$ cat config.mk
export PLATFORM = sky130hd
export DESIGN_NAME = traffic_light_monitor_flat
export DESIGN_NICKNAME = d
export VERILOG_FILES = /design/src/rtl/traffic_pkg.sv /design/src/rtl/traffic_light_monitor_if.sv /design/src/rtl/phase_timer.sv /design/src/rtl/traffic_light_monitor.sv /design/src/flat_wrapper.sv
export SDC_FILE = /design/constraint.sdc
export NUM_CORES = 1
export LEC_CHECK = 0
export BUFFER_PORTS_ARGS = -buffer_cell sky130_fd_sc_hd__buf_2
export CAP_MARGIN = 20
export CORE_MARGIN = 4
export CORE_UTILIZATION = 58
export CTS_BUF_LIST = sky130_fd_sc_hd__clkbuf_4 sky130_fd_sc_hd__clkbuf_8
export DETAILED_ROUTE_END_ITERATION = 12
export PLACE_DENSITY_LB_ADDON = 0.15
export SYNTH_ARGS = -nofsm -noshare
export SYNTH_HDL_FRONTEND = slang
export SYNTH_SLANG_ARGS = --single-unit
$ cat constraint.sdc
create_clock -name clk -period 4.1 [get_ports clk]
set_clock_uncertainty 0.15 [all_clocks]
set_input_delay 1.025 -clock clk [delete_from_list [all_inputs] [get_ports clk]]
set_output_delay 1.025 -clock clk [all_outputs]
set_load 0.005 [all_outputs]
$ cat src/rtl/traffic_pkg.sv
// Shared definitions for the traffic light controller and its monitor:
// lamp bit positions, the intersection phase encoding and the fault codes.
package traffic_pkg;

  localparam int unsigned LAMP_W  = 3;
  localparam int unsigned PHASE_W = 3;
  localparam int unsigned CODE_W  = 3;
  localparam int unsigned SEC_W   = 8;

  // Bit positions inside one lamp vector
  localparam int unsigned LAMP_R = 2;
  localparam int unsigned LAMP_Y = 1;
  localparam int unsigned LAMP_G = 0;

  typedef enum logic [PHASE_W-1:0] {
    PH_SYNC      = 3'd0,
    PH_ALL_RED   = 3'd1,
    PH_NS_GREEN  = 3'd2,
    PH_NS_YELLOW = 3'd3,
    PH_EW_GREEN  = 3'd4,
    PH_EW_YELLOW = 3'd5,
    PH_FAULT     = 3'd7
  } phase_e;

  localparam logic [CODE_W-1:0] FLT_NONE        = 3'd0;
  localparam logic [CODE_W-1:0] FLT_ENCODING    = 3'd1;
  localparam logic [CODE_W-1:0] FLT_CONFLICT    = 3'd2;
  localparam logic [CODE_W-1:0] FLT_SEQUENCE    = 3'd3;
  localparam logic [CODE_W-1:0] FLT_YELLOW_TIME = 3'd4;
  localparam logic [CODE_W-1:0] FLT_SHORT_GREEN = 3'd5;
  localparam logic [CODE_W-1:0] FLT_TIMEOUT     = 3'd6;

  // One sample of both approach lamps
  typedef struct packed {
    logic [LAMP_W-1:0] ns;
    logic [LAMP_W-1:0] ew;
  } lamp_pair_t;

  // A lamp is well formed when exactly one of its bulbs is lit
  function automatic logic one_hot(input logic [LAMP_W-1:0] lamp);
    return ($countones(lamp) == 1);
  endfunction

  // Map a well-formed, conflict-free lamp pair to its phase; anything else maps to SYNC
  function automatic phase_e decode_phase(input logic [LAMP_W-1:0] ns,
                                          input logic [LAMP_W-1:0] ew);
    phase_e p;
    p = PH_SYNC;
    if (ns[LAMP_R] && ew[LAMP_R])      p = PH_ALL_RED;
    else if (ns[LAMP_G] && ew[LAMP_R]) p = PH_NS_GREEN;
    else if (ns[LAMP_Y] && ew[LAMP_R]) p = PH_NS_YELLOW;
    else if (ns[LAMP_R] && ew[LAMP_G]) p = PH_EW_GREEN;
    else if (ns[LAMP_R] && ew[LAMP_Y]) p = PH_EW_YELLOW;
    return p;
  endfunction

  function automatic logic is_green(input phase_e p);
    return (p == PH_NS_GREEN) || (p == PH_EW_GREEN);
  endfunction

  function automatic logic is_yellow(input phase_e p);
    return (p == PH_NS_YELLOW) || (p == PH_EW_YELLOW);
  endfunction

  // Allowed phase-to-phase steps of a healthy controller
  function automatic logic legal_step(input phase_e from, input phase_e to);
    logic ok;
    case (from)
      PH_ALL_RED:   ok = (to == PH_NS_GREEN) || (to == PH_EW_GREEN);
      PH_NS_GREEN:  ok = (to == PH_NS_YELLOW);
      PH_NS_YELLOW: ok = (to == PH_ALL_RED) || (to == PH_EW_GREEN);
      PH_EW_GREEN:  ok = (to == PH_EW_YELLOW);
      PH_EW_YELLOW: ok = (to == PH_ALL_RED) || (to == PH_NS_GREEN);
      default:      ok = 1'b0;
    endcase
    return ok;
  endfunction

endpackage

$ cat src/rtl/traffic_light_monitor_if.sv
// Lamp inputs, 1 Hz strobe, fault clear and monitor status outputs.
// master = traffic controller side, slave = monitor side.
interface traffic_light_monitor_if;
  import traffic_pkg::*;

  logic                tick;
  logic [LAMP_W-1:0]   light_ns;
  logic [LAMP_W-1:0]   light_ew;
  logic                clear_fault;
  logic                fault;
  logic [CODE_W-1:0]   fault_code;
  logic [PHASE_W-1:0]  phase;
  logic [SEC_W-1:0]    phase_sec;
  logic [SEC_W-1:0]    last_phase_sec;

  modport master (
    output tick, light_ns, light_ew, clear_fault,
    input  fault, fault_code, phase, phase_sec, last_phase_sec
  );

  modport slave (
    input  tick, light_ns, light_ew, clear_fault,
    output fault, fault_code, phase, phase_sec, last_phase_sec
  );

endinterface

$ cat src/rtl/phase_timer.sv
// Saturating seconds-in-phase counter. clear restarts the count at zero and
// captures the finished duration; hold freezes the count.
module phase_timer
  import traffic_pkg::*;
(
  input  logic             clk,
  input  logic             reset,
  input  logic             clear,
  input  logic             hold,
  input  logic             tick,
  output logic [SEC_W-1:0] phase_sec,
  output logic [SEC_W-1:0] last_phase_sec
);

  localparam logic [SEC_W-1:0] SEC_MAX = '1;

  // Count ticks; clear beats a coincident tick so a new phase starts at 0
  always_ff @(posedge clk or posedge reset) begin
    if (reset) begin
      phase_sec      <= '0;
      last_phase_sec <= '0;
    end else if (clear) begin
      last_phase_sec <= phase_sec;
      phase_sec      <= '0;
    end else if (tick && !hold && (phase_sec != SEC_MAX)) begin
      phase_sec <= phase_sec + SEC_W'(1);
    end
  end

endmodule

$ cat src/rtl/traffic_light_monitor.sv
// Checks the traffic controller's lamp outputs: registers them, decodes the
// intersection phase, enforces sequence / conflict / duration rules and
// latches the first violation as a sticky fault code.
module traffic_light_monitor
  import traffic_pkg::*;
#(
  parameter int unsigned MIN_GREEN   = 5,
  parameter int unsigned YELLOW_TIME = 2,
  parameter int unsigned MAX_PHASE   = 30
) (
  input  logic                   clk,
  input  logic                   reset,
  traffic_light_monitor_if.slave mon
);

  lamp_pair_t         lamps_q;
  logic               tick_q;
  logic               clear_q;

  phase_e             state;
  phase_e             state_next;
  phase_e             observed;
  logic               fault_q;
  logic [CODE_W-1:0]  code_q;
  logic [CODE_W-1:0]  code_next;
  logic [CODE_W-1:0]  violation;

  logic               dark;
  logic               enc_err;
  logic               conf_err;
  logic               changed;
  logic               timer_clear;
  logic               timer_hold;
  logic [SEC_W-1:0]   phase_sec;
  logic [SEC_W-1:0]   last_sec;

  // Single input register stage; every check works on these copies
  always_ff @(posedge clk or posedge reset) begin
    if (reset) begin
      lamps_q <= '0;
      tick_q  <= 1'b0;
      clear_q <= 1'b0;
    end else begin
      lamps_q.ns <= mon.light_ns;
      lamps_q.ew <= mon.light_ew;
      tick_q     <= mon.tick;
      clear_q    <= mon.clear_fault;
    end
  end

  // Lamp legality and phase decode of the registered pair
  always_comb begin
    dark     = (lamps_q.ns == '0) && (lamps_q.ew == '0);
    enc_err  = !one_hot(lamps_q.ns) || !one_hot(lamps_q.ew);
    conf_err = !lamps_q.ns[LAMP_R] && !lamps_q.ew[LAMP_R];
    observed = decode_phase(lamps_q.ns, lamps_q.ew);
  end

  // Next state, fault selection (lowest code wins) and timer control.
  // SYNC and the clear request skip the all-dark pattern, which is what the
  // input register holds straight out of reset.
  always_comb begin
    state_next  = state;
    code_next   = code_q;
    violation   = FLT_NONE;
    timer_clear = 1'b0;
    timer_hold  = 1'b0;
    changed     = (observed != state);

    case (state)
      PH_FAULT: begin
        timer_hold = 1'b1;
        if (clear_q) begin
          if (!dark && enc_err)       violation = FLT_ENCODING;
          else if (!dark && conf_err) violation = FLT_CONFLICT;
          if (violation != FLT_NONE) begin
            code_next = violation;
          end else begin
            state_next  = PH_SYNC;
            code_next   = FLT_NONE;
            timer_clear = 1'b1;
          end
        end
      end

      PH_SYNC: begin
        timer_hold = 1'b1;
        if (!dark) begin
          if (enc_err)       violation = FLT_ENCODING;
          else if (conf_err) violation = FLT_CONFLICT;
          if (violation != FLT_NONE) begin
            state_next = PH_FAULT;
            code_next  = violation;
          end else begin
            state_next  = observed;
            timer_clear = 1'b1;
          end
        end
      end

      default: begin
        if (enc_err)
          violation = FLT_ENCODING;
        else if (conf_err)
          violation = FLT_CONFLICT;
        else if (changed && !legal_step(state, observed))
          violation = FLT_SEQUENCE;
        else if (changed && is_yellow(state) && (phase_sec != SEC_W'(YELLOW_TIME)))
          violation = FLT_YELLOW_TIME;
        else if (changed && is_green(state) && (phase_sec < SEC_W'(MIN_GREEN)))
          violation = FLT_SHORT_GREEN;
        else if (phase_sec > SEC_W'(MAX_PHASE))
          violation = FLT_TIMEOUT;

        if (violation != FLT_NONE) begin
          state_next = PH_FAULT;
          code_next  = violation;
          timer_hold = 1'b1;
        end else if (changed) begin
          state_next  = observed;
          timer_clear = 1'b1;
        end
      end
    endcase
  end

  // State register and fault latch
  always_ff @(posedge clk or posedge reset) begin
    if (reset) begin
      state   <= PH_SYNC;
      fault_q <= 1'b0;
      code_q  <= FLT_NONE;
    end else begin
      state   <= state_next;
      fault_q <= (state_next == PH_FAULT);
      code_q  <= code_next;
    end
  end

  phase_timer u_timer (
    .clk            (clk),
    .reset          (reset),
    .clear          (timer_clear),
    .hold           (timer_hold),
    .tick           (tick_q),
    .phase_sec      (phase_sec),
    .last_phase_sec (last_sec)
  );

  assign mon.fault          = fault_q;
  assign mon.fault_code     = code_q;
  assign mon.phase          = PHASE_W'(state);
  assign mon.phase_sec      = phase_sec;
  assign mon.last_phase_sec = last_sec;

endmodule

$ cat src/flat_wrapper.sv
// flat-port wrapper written by rule: the top's interface ports become plain ports
module traffic_light_monitor_flat import traffic_pkg::*;
#(
  parameter int unsigned MIN_GREEN   = 5,
  parameter int unsigned YELLOW_TIME = 2,
  parameter int unsigned MAX_PHASE   = 30
)
  (clk, reset, mon_tick, mon_light_ns, mon_light_ew, mon_clear_fault, mon_fault, mon_fault_code, mon_phase, mon_phase_sec, mon_last_phase_sec);
  traffic_light_monitor_if mon_i ();
  input  logic clk;
  input  logic reset;
  input wire logic [$bits(mon_i.tick)-1:0] mon_tick;
  input wire logic [$bits(mon_i.light_ns)-1:0] mon_light_ns;
  input wire logic [$bits(mon_i.light_ew)-1:0] mon_light_ew;
  input wire logic [$bits(mon_i.clear_fault)-1:0] mon_clear_fault;
  output wire logic [$bits(mon_i.fault)-1:0] mon_fault;
  output wire logic [$bits(mon_i.fault_code)-1:0] mon_fault_code;
  output wire logic [$bits(mon_i.phase)-1:0] mon_phase;
  output wire logic [$bits(mon_i.phase_sec)-1:0] mon_phase_sec;
  output wire logic [$bits(mon_i.last_phase_sec)-1:0] mon_last_phase_sec;
  assign mon_i.tick = mon_tick;
  assign mon_i.light_ns = mon_light_ns;
  assign mon_i.light_ew = mon_light_ew;
  assign mon_i.clear_fault = mon_clear_fault;
  assign mon_fault = mon_i.fault;
  assign mon_fault_code = mon_i.fault_code;
  assign mon_phase = mon_i.phase;
  assign mon_phase_sec = mon_i.phase_sec;
  assign mon_last_phase_sec = mon_i.last_phase_sec;
  traffic_light_monitor #(.MIN_GREEN(MIN_GREEN), .YELLOW_TIME(YELLOW_TIME), .MAX_PHASE(MAX_PHASE)) u_core (.clk(clk), .reset(reset), .mon(mon_i));
endmodule
==> metrics.txt <==
outcome complete, no violations; CP Data Arrival Time 3420 ps; RSZ-0062 raised after global routing no; site row count 20; HP Class reg2reg; clock power share 39.1%; worst hold path endpoint u_core.mon.fault_code[2]; Synth top area share 41.8%; Mapped Cells 184; Final HPWL DP 2910 µm; flop-to-flop setup slack 760 ps; I/O pins 33; Overall Global Routing Usage 20.1%; CP Capture Type flip-flop; Psw 149 µW; yosys warns 0; Inserted Diodes 0; number of synthesized flops with an enable pin 0; fin cells 263; path type of the worst setup path reg2reg; syn_area_per_cell 10.1 µm²; vias in the first global route 1,453; initial antenna violation count 0; combinational fraction of design power 10.1%; MaxCap Viol Count 0; Distinct cells, synth 47; CP required 4180 ps; Sw Ratio 23.5%; Clock Sinks 31; grt total ovfl 0; Post-CTS Setup Bufs 0; Resize count post-CTS 0; setup violators final 0; Root Buffer clkbuf_4; fin crit share 81.5%; Fin. Hold Viols 0; Slew headroom 61.8%; r2r startpoint u_core.lamps_q[3]; Die H 64.6 µm; Yosys reg bits 31; main area contributors after synthesis dfrtp_1 42%, ha_1 7.4%, mux2_4 6.5%; WL/cell 14.3 µm; worst vdd ir 0.186 mV; number of port buffers 32; ratio of cells with drive above 1 in the final layout 26.0%; GPL Wtd Cong 0.875; core area 3050 µm²; ys flop type dfrtp_1; hold depth 1; Cell Pwr Density 293 nW/µm²; Net count, final 241; Reg2Reg Depth 11; most numerous cell in the Yosys netlist dfrtp_1; CTS tree built; drt pass-1 iters 4; Slew Limit Fails 0; Inserted Clock Buffers 5; Setup TNS Final 0 ps; DR DRC count 0; register area share after synthesis 41.8%; initial core utilization 60.8%; Reg-to-Reg End u_core.u_timer.last_phase_sec[6]; width of the die 64.6 µm; Post-synth top cells 31 x dfrtp_1, 15 x inv_1, 12 x nand2_1, 12 x nor2_1; # hold bufs at CTS 0; Worst-path clk slew 90 ps; Post-Syn Area 1860 µm²; Worst-Skew Late Latency 340 ps; Placed Cells incl. Taps 255; routed wire length 3760 µm; ys async rst share 100%; pin count of the biggest net entering global routing 22; first-pass GRT wire length 6580 µm; Max Clk Rate 299 MHz; DRT iter0 DRCs 70; worst hold start u_core.mon.fault_code[2]; Sequential Power Share 50.8%; Synthesized Nets 207; crit path launch type flip-flop; measured slew at the worst slew-check pin 574 ps; Lkg Pwr 0.00104 µW; post-synth top area cell dfrtp_1; Int Pwr 483 µW; vias 1,510; CTS max path bufs 2; vias per cell 5.74; Detail Route Antenna Nets 0; area delta synth->final 16.1%; min Tclk post-route 3340 ps; Max H-tree Level 2; die area 4170 µm²; CP Max Fanout 9
-- area by class of cell --
class	instances	area, µm²
fill	244	898
clock inverter	2	35.0
inverter	15	56.3
timing repair buffer	33	188
multi-input combinational	132	993
tap	44	55.1
sequential	31	776
clock buffer	6	51.3
-- flip-flops by register name (all words and copies together) (netlist names) --
name	count
u_core.lamps_q	6
u_core.clear_q	1
u_core.tick_q	1
u_core.u_timer.last_phase_sec	8
u_core.mon.fault	1
u_core.u_timer.phase_sec	8
u_core.mon.fault_code	3
u_core.mon.phase	3
-- cells in the final DEF, fill, tap and decap left out, types with 2 or more instances in the layout --
cell type and n:
and3_1 2, mux2_2 2, a221oi_1 2, nor2_1 12, dfrtp_1 31, mux2_4 8
a31oi_1 3, nand2_1 12, ha_1 11, nor3_1 8, nor4b_1 3, clkbuf_4 5
inv_1 15, or3_1 6, fa_1 2, o31a_1 2, buf_2 32, nand2b_1 2
and2_1 2, a21oi_1 11, mux2i_1 3, o21ai_0 5, nand3_1 6, nor3b_1 2
nand4_1 4, o211ai_1 3
-- power by group through the flow --
stage	registers (µW)	clock network, µW	logic (µW)
CTS	321	252	64.1
global placement	326	0	58.7
detailed placement	327	0	64.1
global route	323	268	71.9
floorplan	323	0	47.4
finish	321	247	63.8
-- worst max-delay path: stages, from the launching register on --
cell and delay [ps]:
dfrtp_1 430, inv_1 100, ha_1 300, ha_1 180
ha_1 180, nor4b_1 310, nand3b_1 230, nand2b_1 270
a21oi_1 210, a21oi_1 160, o31a_1 360, mux2_4 360
-- kinds of logic after synthesis --
group,Yosys count,synth area share (%)
compound gates,38,14.2
xor+xnor,1,0.472
buf+inv,21,4.65
mux,13,9.31
simple gates,67,20.0
fa+ha+maj,13,9.58
flops,31,41.8
-- stage by stage --
step	hold WS (ps)	power, µW	utilization [%]	setup WS, ps	area, µm²
after global routing	384	663	70.6	548	2150
after detailed placement	331	391	67.7	775	2070
after global placement	333	385	66.8	924	2040
after floorplan	339	370	-	1210	1860
final	345	632	70.6	760	2150
after CTS	353	637	70.6	797	2150
-- worst max path at each step --
stage,cells past startpoint,startpoint,end,slack [ps]
final,11,u_core.lamps_q[3],u_core.u_timer.last_phase_sec[6],760
after global routing,9,u_core.lamps_q[5],u_core.u_timer.last_phase_sec[6],550
after CTS,11,u_core.lamps_q[3],u_core.u_timer.last_phase_sec[6],800
after detailed placement,9,u_core.lamps_q[2],u_core.u_timer.last_phase_sec[6],780
after global placement,11,u_core.lamps_q[3],u_core.u_timer.last_phase_sec[7],920
after floorplan,12,u_core.lamps_q[3],u_core.u_timer.last_phase_sec[0],1210
-- layer usage --
metal | part of all wire [%] | vias to the layer above | global-route usage (%)
li1 | - | 736 | -
met1 | 44 | 708 | 26.0
met2 | 48 | 59 | 31.8
met3 | 6.3 | 7 | 5.03
met4 | 1.6 | 0 | 8.71
met5 | 0 | - | 0
Power figures use the tool's default switching activity.
